## src/rtl/filter_rom_loader_pkg.sv

```systemverilog
// Shared definitions for the filter image loader: FSM states, the 12-bit pixel
// layout the overlay reads back, target bank codes and header framing.
package filter_rom_loader_pkg;

    typedef enum logic [2:0] {
        ST_IDLE   = 3'd0,
        ST_HDR    = 3'd1,
        ST_PIX_LO = 3'd2,
        ST_PIX_HI = 3'd3,
        ST_DONE   = 3'd4,
        ST_ERR    = 3'd5
    } state_e;

    // Pixel word layout; bit 9 is the background flag, or part of TRANS in style 3.
    localparam int PIX_W       = 12;
    localparam int PIX_R_LSB   = 0;
    localparam int PIX_R_MSB   = 2;
    localparam int PIX_G_LSB   = 3;
    localparam int PIX_G_MSB   = 5;
    localparam int PIX_B_LSB   = 6;
    localparam int PIX_B_MSB   = 8;
    localparam int PIX_BG_BIT  = 9;
    localparam int PIX_TR_LSB  = 9;
    localparam int PIX_TR_MSB  = 11;

    localparam logic [1:0] BANK_FACE0 = 2'd0;
    localparam logic [1:0] BANK_FACE1 = 2'd1;
    localparam logic [1:0] BANK_EYE   = 2'd2;

    localparam logic [2:0] HDR_LEN = 3'd4;

    // A header is usable only when both dimensions are non-zero and the area fits.
    function automatic logic size_ok(input logic [9:0]  w,
                                     input logic [9:0]  h,
                                     input logic [19:0] prod,
                                     input logic [20:0] limit);
        return (w != 10'd0) && (h != 10'd0) && ({1'b0, prod} <= limit);
    endfunction

endpackage

```

## src/rtl/byte_pair_packer.sv

```systemverilog
// Joins a low byte and the low nibble of a following high byte into one 12-bit
// pixel word, flagging each completed word for exactly one cycle.
module byte_pair_packer
    import filter_rom_loader_pkg::*;
(
    input  logic             clk,
    input  logic             rst_n,
    input  logic             clear,
    input  logic             lo_en,
    input  logic             hi_en,
    input  logic [7:0]       byte_in,
    output logic             word_valid,
    output logic [PIX_W-1:0] word
);

    logic [7:0]       lo_r;
    logic [PIX_W-1:0] word_r;
    logic             word_valid_r;

    // Low byte holding register.
    always_ff @(posedge clk or negedge rst_n) begin
        if (!rst_n) begin
            lo_r <= 8'd0;
        end else if (clear) begin
            lo_r <= 8'd0;
        end else if (lo_en) begin
            lo_r <= byte_in;
        end else begin
            lo_r <= lo_r;
        end
    end

    // Assembled word and its one-cycle strobe; the word holds between strobes.
    always_ff @(posedge clk or negedge rst_n) begin
        if (!rst_n) begin
            word_r       <= 12'd0;
            word_valid_r <= 1'b0;
        end else if (clear) begin
            word_r       <= word_r;
            word_valid_r <= 1'b0;
        end else if (hi_en) begin
            word_r       <= {byte_in[3:0], lo_r};
            word_valid_r <= 1'b1;
        end else begin
            word_r       <= word_r;
            word_valid_r <= 1'b0;
        end
    end

    assign word       = word_r;
    assign word_valid = word_valid_r;

endmodule

```

## src/rtl/filter_rom_loader.sv

```systemverilog
// Parses a size header from a byte stream, then writes 12-bit pixels in raster
// order into the selected filter RAM bank and publishes the image dimensions.
module filter_rom_loader
    import filter_rom_loader_pkg::*;
#(
    parameter int ADDR_W    = 20,
    parameter int MAX_DEPTH = 131072
) (
    input  logic              iCLK,
    input  logic              iRST_N,
    input  logic              start,
    input  logic [1:0]        bank_sel,
    input  logic [7:0]        in_data,
    input  logic              in_valid,
    output logic              in_ready,
    output logic              wr_en,
    output logic [1:0]        wr_bank,
    output logic [ADDR_W-1:0] wr_addr,
    output logic [11:0]       wr_data,
    output logic [9:0]        width,
    output logic [9:0]        height,
    output logic              loaded,
    output logic              err
);

    localparam logic [20:0] DEPTH_LIMIT = 21'(MAX_DEPTH);

    state_e            state_r;
    state_e            state_nxt_s;
    logic              acc_s;
    logic              hdr_last_s;
    logic              pix_last_s;
    logic              size_ok_s;
    logic              lo_en_s;
    logic              hi_en_s;
    logic [1:0]        hdr_cnt_r;
    logic [9:0]        width_r;
    logic [9:0]        height_r;
    logic [9:0]        h_full_s;
    logic [19:0]       product_s;
    logic [19:0]       total_r;
    logic [19:0]       pix_cnt_r;
    logic [ADDR_W-1:0] wr_addr_r;
    logic [1:0]        wr_bank_r;
    logic              loaded_r;
    logic              err_r;

    assign in_ready = (state_r == ST_HDR) || (state_r == ST_PIX_LO) || (state_r == ST_PIX_HI);
    assign acc_s    = in_valid && in_ready;

    // The size check sees the height MSBs straight from the byte being accepted.
    assign h_full_s   = {in_data[1:0], height_r[7:0]};
    assign product_s  = {10'd0, width_r} * {10'd0, h_full_s};
    assign size_ok_s  = size_ok(width_r, h_full_s, product_s, DEPTH_LIMIT);
    assign hdr_last_s = ({1'b0, hdr_cnt_r} == (HDR_LEN - 3'd1));
    assign pix_last_s = ((pix_cnt_r + 20'd1) == total_r);
    assign lo_en_s    = acc_s && (state_r == ST_PIX_LO) && !start;
    assign hi_en_s    = acc_s && (state_r == ST_PIX_HI) && !start;

    // State register.
    always_ff @(posedge iCLK or negedge iRST_N) begin
        if (!iRST_N) begin
            state_r <= ST_IDLE;
        end else begin
            state_r <= state_nxt_s;
        end
    end

    // Next-state logic; start restarts from any state.
    always_comb begin
        state_nxt_s = state_r;
        if (start) begin
            state_nxt_s = ST_HDR;
        end else begin
            case (state_r)
                ST_IDLE: state_nxt_s = ST_IDLE;
                ST_HDR: begin
                    if (acc_s && hdr_last_s) begin
                        state_nxt_s = size_ok_s ? ST_PIX_LO : ST_ERR;
                    end else begin
                        state_nxt_s = ST_HDR;
                    end
                end
                ST_PIX_LO: begin
                    if (acc_s) begin
                        state_nxt_s = ST_PIX_HI;
                    end else begin
                        state_nxt_s = ST_PIX_LO;
                    end
                end
                ST_PIX_HI: begin
                    if (acc_s) begin
                        state_nxt_s = pix_last_s ? ST_DONE : ST_PIX_LO;
                    end else begin
                        state_nxt_s = ST_PIX_HI;
                    end
                end
                ST_DONE: state_nxt_s = ST_DONE;
                ST_ERR:  state_nxt_s = ST_ERR;
                default: state_nxt_s = ST_IDLE;
            endcase
        end
    end

    // Header byte counter and image dimensions.
    always_ff @(posedge iCLK or negedge iRST_N) begin
        if (!iRST_N) begin
            hdr_cnt_r <= 2'd0;
            width_r   <= 10'd0;
            height_r  <= 10'd0;
            total_r   <= 20'd0;
        end else if (start) begin
            hdr_cnt_r <= 2'd0;
        end else if (acc_s && (state_r == ST_HDR)) begin
            hdr_cnt_r <= hdr_cnt_r + 2'd1;
            case (hdr_cnt_r)
                2'd0:    width_r[7:0]  <= in_data;
                2'd1:    width_r[9:8]  <= in_data[1:0];
                2'd2:    height_r[7:0] <= in_data;
                2'd3: begin
                    height_r[9:8] <= in_data[1:0];
                    total_r       <= product_s;
                end
                default: hdr_cnt_r <= 2'd0;
            endcase
        end else begin
            hdr_cnt_r <= hdr_cnt_r;
        end
    end

    // Pixel counter, write address and bank selection.
    always_ff @(posedge iCLK or negedge iRST_N) begin
        if (!iRST_N) begin
            pix_cnt_r <= 20'd0;
            wr_addr_r <= '0;
            wr_bank_r <= BANK_FACE0;
        end else if (start) begin
            pix_cnt_r <= 20'd0;
            wr_bank_r <= bank_sel;
        end else if (hi_en_s) begin
            pix_cnt_r <= pix_cnt_r + 20'd1;
            wr_addr_r <= ADDR_W'(pix_cnt_r);
        end else begin
            pix_cnt_r <= pix_cnt_r;
        end
    end

    // Completion and rejection flags; loaded rises with the final write.
    always_ff @(posedge iCLK or negedge iRST_N) begin
        if (!iRST_N) begin
            loaded_r <= 1'b0;
            err_r    <= 1'b0;
        end else if (start) begin
            loaded_r <= 1'b0;
            err_r    <= 1'b0;
        end else if (acc_s && (state_r == ST_HDR) && hdr_last_s) begin
            err_r    <= !size_ok_s;
        end else if (hi_en_s && pix_last_s) begin
            loaded_r <= 1'b1;
        end else begin
            loaded_r <= loaded_r;
        end
    end

    byte_pair_packer u_packer (
        .clk        (iCLK),
        .rst_n      (iRST_N),
        .clear      (start),
        .lo_en      (lo_en_s),
        .hi_en      (hi_en_s),
        .byte_in    (in_data),
        .word_valid (wr_en),
        .word       (wr_data)
    );

    assign wr_addr = wr_addr_r;
    assign wr_bank = wr_bank_r;
    assign width   = width_r;
    assign height  = height_r;
    assign loaded  = loaded_r;
    assign err     = err_r;

endmodule

```

## config.mk

```make
export PLATFORM = sky130hd
export DESIGN_NAME = filter_rom_loader
export DESIGN_NICKNAME = d
export VERILOG_FILES = /design/src/rtl/filter_rom_loader_pkg.sv /design/src/rtl/byte_pair_packer.sv /design/src/rtl/filter_rom_loader.sv
export SDC_FILE = /design/constraint.sdc
export NUM_CORES = 1
export LEC_CHECK = 0
export CAP_MARGIN = 20
export CELL_PAD_IN_SITES_DETAIL_PLACEMENT = 0
export CELL_PAD_IN_SITES_GLOBAL_PLACEMENT = 2
export CORE_ASPECT_RATIO = 0.9
export CORE_MARGIN = 2
export CORE_UTILIZATION = 35
export DETAILED_ROUTE_END_ITERATION = 16
export PLACE_DENSITY = 0.87
export SYNTH_ARGS = -nofsm -noshare
export SYNTH_HDL_FRONTEND = slang
export SYNTH_SLANG_ARGS = --single-unit
```

## constraint.sdc

```tcl
create_clock -name iCLK -period 5.5 [get_ports iCLK]
set_input_delay 1.1 -clock iCLK [delete_from_list [all_inputs] [get_ports iCLK]]
set_output_delay 1.1 -clock iCLK [all_outputs]
set_load 0.01 [all_outputs]
```

Word-level counts from Yosys, hierarchy flattened --
Index checks and enable logic that the tools add are counted.
Storage, ports and cells: bits in registers 110, latch bits 0, bits in writable memories 0, memory bits (read-only) 0, output and inout bits 58, word-level logic and storage cells 79, memories kept 0
Operators by class: add/subtract/negate cells 2, $mul 1, divide/modulo/power cells 0, magnitude comparators 1, eq/ne operators 10, shifts and indexed selects 0, mux-type cells 20, bitwise gates (word level) 1, reductions and logical operators 29
Operators with widths (count):
- $mux 20 | 2
- $add 20x1->20 const B | 1
- $eq 20x20->1 | 1
- $le 20x18->1 const B | 1
- $mul 10x10->20 | 1
- $reduce_bool 10->1 | 2
- $mux 8 | 2
- $mux 3 | 5
- $pmux 3 s5 | 1
- $reduce_and 3->1 | 4
- $logic_and 1x1->1 | 11
- $reduce_bool 2->1 | 5
- $mux 1 | 8
- $eq 3x2->1 const B | 2
- $eq 3x3->1 const B | 2
- $eq 2x2->1 const B | 2
- $mux 2 | 2
- $reduce_and 2->1 | 2
- $eq 3x1->1 const B | 1
- $add 2x1->2 const B | 1
- $eq 2x1->1 const B | 1
- $logic_not 1->1 | 2
- $logic_not 2->1 | 1
- $logic_or 1x1->1 | 2
- other kinds (2) | 2

Logic depth before layout (Yosys ltp) --
Gate-level depths: netlist of run 1.
word-level depth 10, depth in mapped cells 22, mapped depth without buffers 20

Cells and area by module --
From an unflattened synthesis of run 1, not the netlist that was laid out.
Second synthesis, totals: cell total of the unflattened synthesis 908, area total of the unflattened synthesis 8867.3 um^2
Modules (own cells, without submodules):
- filter_rom_loader | instances 1, cells each 855, area each 8012.7 um^2, seq. area each 2227.1 um^2
- byte_pair_packer | instances 1, cells each 53, area each 854.6 um^2, seq. area each 525.5 um^2

Worst setup path after synthesis of run 1 --
OpenSTA, ideal clock, no wires.
path kind in2reg, start in in_data[0], end reg err_r (netlist: err), setup time 0.140 ns, data arrival time 6.065 ns, required time 5.360 ns, setup slack -0.705 ns, stages on the path 19, path through clkbuf_1 > nand2_1 > fa_1 > fa_1 > inv_1 > fa_1 > fa_1 > inv_1 > fa_1 > inv_1 > ha_1 > a21o_2 > a22o_2 > a311oi_2 > o311ai_1 > a311oi_1 > a41oi_1 > nor4b_2 > a211oi_1
On the way: longest elaborated chain between the ends 6
RTL lines:
- from (decl) | RTL line filter_rom_loader.sv:13 | input logic [7:0] in_data,
- $mul 10x10->20 or $reduce_bool 10->1 (tied branches) | RTL line filter_rom_loader.sv:53, filter_rom_loader_pkg.sv:37
- $le 20x18->1 or $logic_and 1x1->1 (tied branches) | RTL line filter_rom_loader_pkg.sv:37 | return (w != 10'd0) && (h != 10'd0) && ({1'b0, prod} <= limit);
- $logic_and 1x1->1 (*) | RTL line filter_rom_loader_pkg.sv:37
- $logic_not 1->1 (*) | RTL line filter_rom_loader.sv:157 | err_r <= !size_ok_s;
- $mux 1 (*) | RTL line filter_rom_loader.sv:156 | end else if (acc_s && (state_r == ST_HDR) && hdr_last_s) begin
- $mux 1 (*) | RTL line filter_rom_loader.sv:153 | end else if (start) begin
- to (signal assigned) | RTL line filter_rom_loader.sv:157
- to (decl) | RTL line filter_rom_loader.sv:46 | logic err_r;
Every way passes the cells marked *; elsewhere a longest branch is shown, timed or not. The select of a mux whose other input is x is not followed. A chain may end at the register's enable or synchronous reset.

Worst setup path after layout of run 1 --
start in in_data[0], end reg state_r[0]
On the way: longest elaborated chain between the ends 7
RTL lines:
- $mul 10x10->20 or $reduce_bool 10->1 (tied branches) | RTL line filter_rom_loader.sv:53, filter_rom_loader_pkg.sv:37
- $le 20x18->1 or $logic_and 1x1->1 (tied branches) | RTL line filter_rom_loader_pkg.sv:37
- $logic_and 1x1->1 (*) | RTL line filter_rom_loader_pkg.sv:37
- $mux 3 (*) | RTL line filter_rom_loader.sv:79 | state_nxt_s = size_ok_s ? ST_PIX_LO : ST_ERR;
- $mux 3 (*) | RTL line filter_rom_loader.sv:78 | if (acc_s && hdr_last_s) begin
- $pmux 3 s5 (*) | RTL line filter_rom_loader.sv:75 | case (state_r)
- $mux 3 (*) | RTL line filter_rom_loader.sv:72 | if (start) begin
- named net state_nxt_s[0] | RTL line filter_rom_loader.sv:29 | state_e state_nxt_s;
- to (signal assigned) | RTL line filter_rom_loader.sv:65 | state_r <= state_nxt_s;
- to (decl) | RTL line filter_rom_loader.sv:28 | state_e state_r;
Mark *: on every way through the listed nets, which the timed path passes. The rest lies on a longest branch.

==> flow_metrics.tcl, run 1 <==
set metrics [dict create \
    die_x_um 172 \
    met3_length_um 588 \
    nets 1172 \
    slowest_stage "fa_1" \
    hold_path.class "reg2reg" \
    synth_area_leaders "dfrtp_1 31%, fa_1 14%, ha_1 8.6%, mux2_2 8.0%, nand2_1 4.6%" \
    dp_hpwl_mm 17.3 \
    hold_path.startpoint "loaded" \
    path_clk_slew_ns 0.07 \
    ys.flop_type "dfrtp_1" \
    die-area_mm2 0.0267 \
    firstDrtPassIters 4 \
    vias 6691 \
    regToRegEndpoint "state_r[0]" \
    drc 0 \
    ioPinCount 72 \
    die_h_um 155 \
    synth_top_area_share_pct 31.0 \
    slew_viol_final 0 \
    syn_inst 889 \
    drt_iter0_drc 296 \
    grt_first_pass_wirelength_mm 36.7 \
    grtUsageTotal_pct 17.3 \
    synth_nets 1026 \
    ff2ff_setup_slack_ns -0.12 \
    layout_common_cells "112 x buf_4, 106 x dfrtp_1, 104 x nand2_1" \
    critPathMaxStageDelay_ns 0.53 \
    dr_wl_met2_mm 9.96 \
    n_antenna_cell 0 \
    max_freq_mhz 177 \
    rsz0062_at_grt "true" \
    drive_gt1_share_pct 25.0 \
    async_flop_share_pct 100 \
    wirelength_mm 21.6 \
    clockBufferDepth 2 \
    required_ns 5.75 \
    multi_input_area_mm2 0.00587 \
    clock-root-buffer "clkbuf_16" \
    whs_ns 0.497 \
    worst_pin_slew_ns 1.06 \
    finalHoldViolCount 0 \
    fill_cells 2451 \
    clk_latency_ns 0.37 \
    cp_max_fo 13 \
    cts_made_buffers 9 \
    setup_viol 4 \
    violations "setup timing" \
    worst_slack_ns -0.136 \
    grt_antenna_before_repair 0 \
    grt_pass1_vias 6930 \
    yosys_warnings 0 \
    worstSetupStartpointType "input port" \
    finalWeightedCongestion 0.804 \
    r2r.worst_path.cells 19 \
    ctsHtreeMaxLevel 3 \
    register_area_mm2 0.00276 \
    worstPathArrival_ns 5.89 \
    routedWlPerCell_um 15.6 \
    cpMostUsedCell "fa_1" \
    cts_tree "done" \
    viasPerCell 4.84 \
    fin_skew_ns 0.0169 \
    ys_types 75 \
    clock-sinks 110 \
    synth-edff-count 0 \
    port_buffers 71 \
    fin_util_pct 44.7 \
    drv_cap 0 \
    ys_seq_area_share_pct 31.0 \
    start_util_pct 35.5 \
    critPathKind "in2reg" \
    ys_ff_latch 110 \
    fp-row-count 55 \
    status "finished, violations left" \
    ant_nets 0 \
    yosysTopAreaCell "dfrtp_1" \
    r2r-start "width[5]" \
    core-area_mm2 0.0250 \
    syn_area_per_cell_um2 10.0 \
    worstPathCellList "buf_8 > buf_4 > and2_1 > fa_1 > fa_1 > fa_1 > fa_1 > ha_1 > ha_1 > and3_4 > a22o_4 > a2111oi_4 > nand3_1 > nor2_2 > a41oi_2 > nand4b_1 > a211o_1" \
    area_growth_pct 26.0 \
    relSlewSlack_pct 28.4 \
    syn_area_mm2 0.00889 \
    min_path_cells 2 \
    fin_crit_sh_pct 102 \
    period_needed_ns 5.64 \
    grt_start_max_net_pins 47 \
    crit_path_end_kind "register" \
    grt_overflow 0 \
    worst_hold_path.endpoint "loaded" \
    final_common_cell "buf_4" \
    drt-met1-wl_mm 10.8 \
    top_layer_used "met4" \
]
==> state kept, by name, summed over array words and instances (netlist names), 2 cells and up <==
signal / count
wr_addr: 20
u_packer.word: 12
width: 10
hdr_cnt_r: 2
state_r: 3
total_r: 20
height: 10
wr_bank: 2
pix_cnt_r: 20
u_packer.lo_r: 8
==> final cells by class <==
class / count / share of cell area, %
clock inverter: 7 / 0.614
tap: 342 / 3.82
sequential: 110 / 24.6
inverter: 69 / 2.31
multi-input combinational: 659 / 52.4
clock buffer: 9 / 2.01
timing repair buffer: 186 / 14.3
==> cells in the mapped netlist, drive strengths merged, types with 5 or more instances <==
cell / count
dfrtp: 110
nand2: 109
inv: 69
and2: 63
mux2: 63
fa: 62
ha: 61
nor2: 48
clkbuf: 35
xor2: 33
xnor2: 26
a21oi: 25
nand3: 24
buf: 16
o21ai: 14
nor3: 12
nor4: 10
and3: 9
nand4: 9
a21o: 8
a211oi: 6
o2111ai: 6
a31oi: 5
nand2b: 5
nor2b: 5
or3: 5
==> how the worst max path moves through the flow <==
| stage | start | end | slack (ns) | cells past startpoint |
|---|---|---|---|---|
| after floorplan | in_data[1] | state_r[2] | -0.26 | 19 |
| after global routing | in_data[1] | state_r[2] | -0.37 | 19 |
| after detailed placement | in_data[1] | state_r[2] | -1.08 | 19 |
| after CTS | in_data[0] | state_r[2] | -0.20 | 19 |
| after global placement | in_data[1] | state_r[2] | -1.05 | 19 |
| final | in_data[0] | state_r[0] | -0.14 | 17 |
==> kinds of logic (layout without fill, tap and decap cells) <==
logic type	count (synthesis)	after routing	synth area share, %
buffers and inverters	120	271	5.97
muxes	66	66	8.32
AOI/OAI and AO/OA	94	94	7.85
xor gates and xnor gates	59	59	5.81
and+or+nand+nor	317	317	18.6
DFF	110	110	31.0
adders and majority gates	123	123	22.5
==> repair_timing <==
item | 4_1_cts | 5_1_grt
setup buffers | 3 | 5
setup endpoints to repair | 13 | 6
resized for setup | 20 | 29
hold buffers | 0 | 0
pin swaps | 15 | 19
==> critical path: cells and delay by family <==
family | cells | cell delay (ns)
AND/OR/NAND/NOR | 5 | 0.95
AO/OA/AOI/OAI | 4 | 1.04
buffers and inverters | 2 | 0.28
adder cells (fa/ha/maj) | 6 | 2.52
==> through the flow <==
stage | cells | cell area, µm² | setup TNS (ns) | setup WS (ns)
2_1_floorplan | 889 | 9000 | -1.01 | -0.264
3_3_place_gp | 1358 | 10600 | -9.51 | -1.05
6_report | 1382 | 11200 | -0.442 | -0.136
3_5_place_dp | 1358 | 10600 | -9.83 | -1.08
4_1_cts | 1377 | 11000 | -0.716 | -0.203
5_1_grt | 1382 | 11200 | -1.39 | -0.374
==> per-layer routing <==
layer  up-vias  global-route usage, %
met5         -                      0
li1       3276                      -
met2        85                   27.4
met4         0                   3.64
met3        15                   2.85
met1      3315                   24.8
Power of run 1 is not shown: default switching activity piles up to over one toggle a cycle in this logic, so the estimate is an artifact.
==> run 2, diff against run 1 <==
--- a/config.mk
+++ b/config.mk
@@ -8,11 +8,10 @@
 export CAP_MARGIN = 20
 export CELL_PAD_IN_SITES_DETAIL_PLACEMENT = 0
 export CELL_PAD_IN_SITES_GLOBAL_PLACEMENT = 2
-export CORE_ASPECT_RATIO = 0.9
 export CORE_MARGIN = 2
 export CORE_UTILIZATION = 35
 export DETAILED_ROUTE_END_ITERATION = 16
-export PLACE_DENSITY = 0.87
+export PLACE_DENSITY = 0.75
 export SYNTH_ARGS = -nofsm -noshare
 export SYNTH_HDL_FRONTEND = slang
 export SYNTH_SLANG_ARGS = --single-unit
==> run 2 against run 1 <==
The flow still finishes with violations (setup timing); critical path depth is 2 higher; sequential cell count did not move; sequential share of layout area is 0.25 points lower; design area up 0.98%; global-route usage increased by 0.36 points; die area about the same; register-to-register slack is essentially flat; worst hold slack got worse by 0.011 ns; highest routed layer unchanged.
==> flow_metrics.tcl, run 2 (same netlist as run 1, synthesis figures left out) <==
set metrics [dict create \
    violations "setup timing" \
    slowest_stage "fa_1" \
    ant_nets 0 \
    worst_pin_slew_ns 0.982 \
    drc 0 \
    fp-row-count 58 \
    start_util_pct 35.5 \
    wirelength_mm 22.4 \
    critPathMaxStageDelay_ns 0.53 \
    worstSetupStartpointType "input port" \
    register_area_mm2 0.00276 \
    slew_viol_final 0 \
    ctsHtreeMaxLevel 3 \
    rsz0062_at_grt "true" \
    status "finished, violations left" \
    fill_cells 2498 \
    fin_skew_ns 0.00771 \
    grt_antenna_before_repair 0 \
    worstPathArrival_ns 5.91 \
    ioPinCount 72 \
    setup_viol 4 \
    clock-sinks 110 \
    crit_path_end_kind "register" \
    drt_iter0_drc 246 \
    required_ns 5.71 \
    firstDrtPassIters 4 \
    cts_made_buffers 9 \
    die_h_um 163 \
    worstPathCellList "buf_8 > nand2_4 > fa_1 > fa_1 > inv_2 > fa_1 > fa_1 > inv_1 > fa_1 > inv_2 > ha_4 > a21o_4 > a22o_4 > a311oi_2 > o311ai_2 > a311oi_2 > a41oi_2 > nor4b_4 > o32ai_2" \
    critPathKind "in2reg" \
    path_clk_slew_ns 0.08 \
    relSlewSlack_pct 34.4 \
    worst_slack_ns -0.206 \
    port_buffers 71 \
    core-area_mm2 0.0250 \
    whs_ns 0.486 \
    area_growth_pct 27.2 \
    cp_max_fo 5 \
    cp.buffers_inverters 4 \
    finalHoldViolCount 0 \
    n_antenna_cell 0 \
    cpMostUsedCell "fa_1" \
    nets 1179 \
    drive_gt1_share_pct 25.9 \
    cts_tree "done" \
    grt_first_pass_wirelength_mm 37.1 \
    die-area_mm2 0.0267 \
    routedWlPerCell_um 16.2 \
    multi_input_area_mm2 0.00591 \
    die_x_um 163 \
    final_common_cell "buf_4" \
    finalWeightedCongestion 0.843 \
    fin_crit_sh_pct 104 \
    vias 6746 \
    viasPerCell 4.90 \
    cp_top_family "adder cells" \
    dp_hpwl_mm 17.7 \
    period_needed_ns 5.71 \
    hold_path.class "reg2reg" \
    grtUsageTotal_pct 17.6 \
    drv_cap 0 \
    clk_latency_ns 0.36 \
    grt_overflow 0 \
    grt_start_max_net_pins 58 \
    grt_pass1_vias 7051 \
    clock-root-buffer "clkbuf_16" \
    max_freq_mhz 175 \
    clockBufferDepth 2 \
    layout_common_cells "117 x buf_4, 107 x dfrtp_1, 104 x nand2_1" \
]
-- run 2: changes by cell type in the layout (fill, tap and decap cells not counted), moves of 2 or more --
cell | previous run | this run
ha_4 | 6 | 8
buf_4 | 112 | 117
clkinv_4 | 2 | 0
nand3_2 | 0 | 2
buf_6 | 4 | 6
ha_1 | 54 | 51
nand3_1 | 23 | 21
-- run 2: final timing paths --
path                            start     endpoint  slack [ns]  cells past startpoint
hold reg to reg             height[9]    height[9]        0.49                      2
max in group asynchronous      iRST_N     width[4]        3.45                      2
min in group asynchronous      iRST_N  wr_addr[16]        0.80                      1
setup reg to reg            height[3]   state_r[2]       -0.13                     19
setup / recovery           in_data[1]   state_r[2]       -0.21                     19
hold / removal              height[9]    height[9]        0.49                      2
-- run 2: timing repair --
action | 4_1_cts | 5_1_grt
pin swaps | 21 | 30
buffers inserted | 10 | 9
resized for setup | 26 | 32
hold buffers | 0 | 0
endpoints found under the setup margin | 14 | 10
-- run 2: layout make-up --
cell class / count / area share (%)
Multi-Input combinational cell: 659 / 52.3
Sequential cell: 110 / 24.4
Timing Repair Buffer: 193 / 14.6
Tap cell: 330 / 3.65
Inverter: 69 / 2.29
Clock buffer: 9 / 1.99
Clock inverter: 7 / 0.774
-- run 2: worst min-delay path, stage by stage (launching register included) --
cell and delay [ns]:
dfrtp_1 0.35, nand2_1 0.05, nand2_1 0.05
-- run 2: layer usage --
| metal | GRT usage, % | vias up | part of all wire (%) |
|---|---|---|---|
| li1 | - | 3293 | - |
| met1 | 23.3 | 3323 | 47 |
| met2 | 30.1 | 102 | 48 |
| met3 | 2.79 | 28 | 2.8 |
| met4 | 4.34 | 0 | 2.2 |
| met5 | 0 | - | 0 |
-- run 2: metrics by stage --
stage	setup TNS (ns)	util [%]	cell area, µm²	setup WS, ns	cells
after global routing	-1.59	45.2	11300	-0.397	1377
after global placement	-10.63	42.5	10600	-1.13	1346
final	-0.744	45.2	11300	-0.206	1377
after floorplan	-1.01	-	9000	-0.264	889
after CTS	-0.921	44.3	11100	-0.235	1371
after detailed placement	-10.89	42.5	10600	-1.17	1346
Power of run 2 is left out for the same reason.
==> run 3, diff against run 2 <==
--- a/config.mk
+++ b/config.mk
@@ -5,6 +5,7 @@
 export SDC_FILE = /design/constraint.sdc
 export NUM_CORES = 1
 export LEC_CHECK = 0
+export ABC_AREA = 0
 export CAP_MARGIN = 20
 export CELL_PAD_IN_SITES_DETAIL_PLACEMENT = 0
 export CELL_PAD_IN_SITES_GLOBAL_PLACEMENT = 2
==> results of run 3 <==
No change in the layout: final DEF, timing and power equal those of run 2.
Power of run 3 is left out for the same reason.
